$ cat config.mk
export PLATFORM = sky130hd
export DESIGN_NAME = act_stream_unpacker
export DESIGN_NICKNAME = d
export VERILOG_FILES = /design/src/rtl/act_stream_unpacker.sv
export SDC_FILE = /design/constraint.sdc
export NUM_CORES = 1
export LEC_CHECK = 0
export ABC_CLOCK_PERIOD_IN_PS = 13100
export CORE_MARGIN = 2
export CORE_UTILIZATION = 35
export DETAILED_ROUTE_END_ITERATION = 7
export GPL_TIMING_DRIVEN = 1
export PLACE_DENSITY_LB_ADDON = 0.1
export SETUP_SLACK_MARGIN = 0.3
export SLEW_MARGIN = 20
export SYNTH_ARGS = -nofsm -noshare
export SYNTH_HDL_FRONTEND = slang
export SYNTH_SLANG_ARGS = --single-unit
$ cat constraint.sdc
create_clock -name clk -period 13.1 [get_ports clk]
set_input_delay 1.965 -clock clk [delete_from_list [all_inputs] [get_ports clk]]
set_output_delay 1.965 -clock clk [all_outputs]
set_load 0.1 [all_outputs]
$ cat src/rtl/act_stream_unpacker.sv
// Activation stream unpacker: splits packed 8/4/2-bit activation words into
// sign-extended full-width vectors, one per sub-beat, behind valid/ready handshakes.
module act_stream_unpacker #(
    parameter int         N_DIM_ARRAY    = 8,
    parameter int         ACT_DATA_WIDTH = 8,
    parameter logic [2:0] MODE_CNN       = 3'd0
) (
    input  logic                                  clk,
    input  logic                                  reset,
    input  logic                                  clear,
    input  logic [1:0]                            precision,
    input  logic [2:0]                            mode,
    input  logic                                  in_valid,
    output logic                                  in_ready,
    input  logic [N_DIM_ARRAY*ACT_DATA_WIDTH-1:0] in_data,
    output logic                                  out_valid,
    input  logic                                  out_ready,
    output logic [N_DIM_ARRAY*ACT_DATA_WIDTH-1:0] out_data,
    output logic                                  out_last
);

    localparam int DW    = N_DIM_ARRAY * ACT_DATA_WIDTH;
    localparam int IDX_W = (DW > 1) ? $clog2(DW) : 1;

    typedef enum logic {
        EMPTY = 1'b0,
        HOLD  = 1'b1
    } state_t;

    state_t          state, next_state;
    logic [1:0]      k, next_k;
    logic            load;
    logic [DW-1:0]   word_q;
    logic [1:0]      prec_q;
    logic [2:0]      mode_q;
    logic [1:0]      sb_m1;
    logic            in_hs;
    logic [DW-1:0]   unpacked;

    // Sub-beats per word minus one, from the precision latched with the word.
    always_comb begin
        case (prec_q)
            2'd1:    sb_m1 = 2'd1;
            2'd2:    sb_m1 = 2'd3;
            default: sb_m1 = 2'd0;
        endcase
    end

    assign in_ready  = !reset && !clear &&
                       ((state == EMPTY) || (out_ready && (k == sb_m1)));
    assign in_hs     = in_valid && in_ready;
    assign out_valid = (state == HOLD);
    assign out_last  = (state == HOLD) && (k == sb_m1);
    assign out_data  = unpacked;

    always_comb begin
        next_state = state;
        next_k     = k;
        load       = 1'b0;
        if (state == EMPTY) begin
            if (in_hs) begin
                next_state = HOLD;
                next_k     = 2'd0;
                load       = 1'b1;
            end
        end else begin
            if (out_ready) begin
                if (k == sb_m1) begin
                    next_k = 2'd0;
                    if (in_hs) begin
                        load = 1'b1;
                    end else begin
                        next_state = EMPTY;
                    end
                end else begin
                    next_k = k + 2'd1;
                end
            end
        end
    end

    always_ff @(posedge clk) begin
        if (reset) begin
            state  <= EMPTY;
            k      <= 2'd0;
            word_q <= '0;
            prec_q <= 2'd0;
            mode_q <= 3'd0;
        end else if (clear) begin
            state <= EMPTY;
            k     <= 2'd0;
        end else begin
            state <= next_state;
            k     <= next_k;
            if (load) begin
                word_q <= in_data;
                prec_q <= precision;
                mode_q <= mode;
            end
        end
    end

    // Output vector is decoded from the holding register only; the sub-word
    // width is lane width >> lg, where 2**lg is the sub-beat count.
    always_comb begin
        int lg;
        int sw;
        int src;
        int sub;
        int bit_idx;
        unpacked = '0;
        case (sb_m1)
            2'd1:    lg = 1;
            2'd3:    lg = 2;
            default: lg = 0;
        endcase
        sw = ACT_DATA_WIDTH >> lg;
        for (int e = 0; e < N_DIM_ARRAY; e++) begin
            if (mode_q == MODE_CNN) begin
                src = e;
                sub = int'(k);
            end else begin
                src = int'(k) * (N_DIM_ARRAY >> lg) + (e >> lg);
                sub = e & ((1 << lg) - 1);
            end
            for (int b = 0; b < ACT_DATA_WIDTH; b++) begin
                bit_idx = src * ACT_DATA_WIDTH + sub * sw + ((b < sw) ? b : sw - 1);
                unpacked[IDX_W'(e * ACT_DATA_WIDTH + b)] = word_q[IDX_W'(bit_idx)];
            end
        end
    end

endmodule

==> metrics.md <==
| Metric | Value |
|---|---|
| Synth warn | 0 |
| I/O pins | 141 |
| Hold-fix buffers at CTS | 0 |
| Period minus WS final | 10380 ps |
| Clk sinks | 72 |
| Clock buffer depth | 2 |
| Largest net degree at the start of global routing | 70 |
| Post-route non-filler standard cell count | 2775 |
| GP Congestion | 1.04 |
| RSZ-0062 raised after global routing | false |
| Final Routed Wirelength | 87100 µm |
| Max Cap Viol | 0 |
| Worst Path Required | 11140 ps |
| Detailed placement HPWL | 64900 µm |
| Port Buffers | 108 |
| CTS root buffer | clkbuf_16 |
| Post-synth EDFFs | 0 |
| Setup_tns | 0 ps |
| Drt drc | 0 |
| Crit path kind | reg -> out |
| Final Cycle Share | 79.2% |
| Die Y-Extent | 238 µm |
| Total CTS buffers | 9 |
| Core box area | 54000 µm² |
| Vias | approximately 18000 |
| CP max FO | 42 |
| Final Max Tran Viols | 0 |
| Kind of end point of the critical path | output port |
| Post-synth cell types | 83 |
| Die area | between 50000 and 60000 µm² |
| DRT iter0 DRCs | 1849 |
| Gr usage total | 30.4% |
| Htree depth | 3 |
| Vias in the first global route | 17430 |
| Max VDD drop | about 67 µV |
| Die width | 238 µm |
| Share of cells above drive strength 1 | a little under a fifth |
| CTS tree | yes |
| # diodes | 0 |
| Most used DFF post-synth | dfxtp_1 |
| Register area share after synthesis | about 7.5% |
| # placed instances | about 2800 |
| Leak | 8.50 nW |
| Clk pin slew, worst setup/hold paths | 60 ps |
| Slew headroom | 14.2% |
| Worst-path cell chain | inv_1 -> ha_2 -> buf_4 -> ha_1 -> and2_1 -> ha_1 -> and2_1 -> fa_1 -> inv_1 -> fa_1 -> inv_1 -> ha_1 -> xnor2_2 -> mux2i_1 -> a22oi_1 -> nand4_1 -> and4_1 -> clkdlybuf4s50_1 |
| Commonest non-fill, non-tap cell in the layout | mux2i_1 |
| Cell row count | between 80 and 90 |
| Initial antenna violation count | 0 |
| Skew final | 7.61 ps |
| Synth Cell Area | 19200 µm² |
| First-pass GRT wire length | 124000 µm |
| Starting Density | between 30% and 40% |
| Layout Area Growth over Synthesis | 11.1% |
| Final setup vio count | 0 |
| Outcome | complete, no violations |
| Worst Max-Slew Pin Slew | 1250 ps |
| Commonest cells after routing, fill and taps aside | mux2i_1, mux4_2, a21oi_1, nand2_1, xnor2_1 |
| Ys async rst share | 0% |
| Net count, final | 2295 |
| Clk_lat worst skew | 360 ps |
| Final ANT Viol Nets | 0 |
| Path category of the worst min-delay check | reg -> reg |
| Grt total ovfl | 0 |
| CP peak stage delay | 1180 ps |
| Vias per inst | ~6.4 |
| Critical Path Source Type | flip-flop |
| Crit path arrival time | 8410 ps |
| Count of cells resized by post-cts repair | 0 |
| Cells after synthesis | 2027 |
| WL per Instance | 31.4 µm |
| Mean Syn Cell Area | ~9.5 µm² |
| P per Cell Area | 52.3 nW/µm² |
| Endpoints failing hold | 0 |
| Worst path slowest cell | fa_1 |
| Post-CTS Setup Bufs | 0 |
| Synth Register Bits | 72 |
| Drt first pass iters | 5 |
| FMAX | just under 100 MHz |
==> cells in the mapped netlist (14+ instances only) <==
master	number	area, µm²
mux2i_1	305	3050
mux4_2	212	4770
a21oi_1	206	1030
nand2_1	204	766
xnor2_1	134	1170
ha_1	105	1310
clkbuf_1	94	353
nor2_1	89	334
dfxtp_1	72	1440
inv_1	65	244
a21o_1	49	368
xor2_1	46	403
fa_1	42	841
mux2_2	42	473
buf_4	35	263
a211oi_1	33	248
nor2b_1	32	200
o21ai_0	32	160
buf_2	25	125
buf_1	19	71.3
and2_1	14	87.6
nand3_1	14	70.1
==> power by group <==
| group | leakage (nW) | internal, mW | switching [mW] |
|---|---|---|---|
| Combinational | 7.75 | 0.211 | 0.382 |
| Sequential | 0.585 | 0.226 | 0.0232 |
| Clock | 0.162 | 0.169 | 0.107 |
==> worst max-delay path: cells and delay by family, from the launching register on <==
| kind | cells | cell delay [ps] |
|---|---|---|
| adder cells (fa/ha/maj) | 6 | 3390 |
| buffers and inverters | 5 | 2220 |
| XOR/XNOR | 1 | 910 |
| AND/OR/NAND/NOR | 4 | 720 |
| flip-flops | 1 | 320 |
| multiplexers | 1 | 310 |
| AO/OA/AOI/OAI | 1 | 110 |
==> through the flow <==
step                      setup WS (ps)  power, mW  area [µm²]  util, %  hold WS [ps]
after global placement             3290      0.831       21000     38.8           464
after CTS                          2800       1.11       21300     39.4           476
final                              2720       1.12       21400     39.5           473
after detailed placement           3210      0.833       21000     38.8           467
after floorplan                    4160      0.673       19400        -           454
after global routing               2450       1.16       21400     39.5           506
==> final cells by class <==
type | count | area (µm²)
clock buffer | 9 | 225
sequential | 72 | 1440
timing repair buffer | 168 | 1530
tap | 696 | 871
multi-input combinational | 1756 | 16900
inverter | 67 | 253
fill | 5432 | 32700
clock inverter | 7 | 103
==> logic make-up (layout without fill, tap and decap cells) <==
kind of cell | Yosys count | in the layout | share of synthesized area [%]
muxes | 563 | 563 | 43.7
and+or+nand+nor | 401 | 401 | 9.25
AOI/OAI and AO/OA | 396 | 396 | 12.7
buffers and inverters | 249 | 251 | 5.97
xor gates and xnor gates | 192 | 192 | 9.37
adders and majority gates | 153 | 153 | 11.5
DFF | 72 | 72 | 7.50
other | 1 | 51 | 0.0195
==> layer usage <==
metal | global-route usage, % | routed length [µm] | vias to the layer above
met2 | 45.8 | 37500 | 1021
met4 | 16.3 | 5640 | 0
met5 | 0 | 0 | -
met1 | 40.6 | 36100 | 8834
li1 | - | - | 7628
met3 | 6.47 | 7770 | 245
==> state kept, by name, summed over array words and instances, names as in the netlist <==
| signal | cells |
|---|---|
| k | 2 |
| mode_q | 3 |
| out_valid | 1 |
| prec_q | 2 |
| word_q | 64 |
==> final timing paths <==
kind,startpoint,to,slack (ps),cells after the start
worst max-delay path,prec_q[0]$_SDFFE_PP0P_,out_data[6],2720,18
worst min-delay path,word_q[33]$_SDFFE_PP0P_,word_q[33]$_SDFFE_PP0P_,470,2
worst max register to register,prec_q[0]$_SDFFE_PP0P_,word_q[37]$_SDFFE_PP0P_,9650,10
worst min register to register,word_q[33]$_SDFFE_PP0P_,word_q[33]$_SDFFE_PP0P_,470,2
Note: power is estimated with default switching activity, not from simulation.
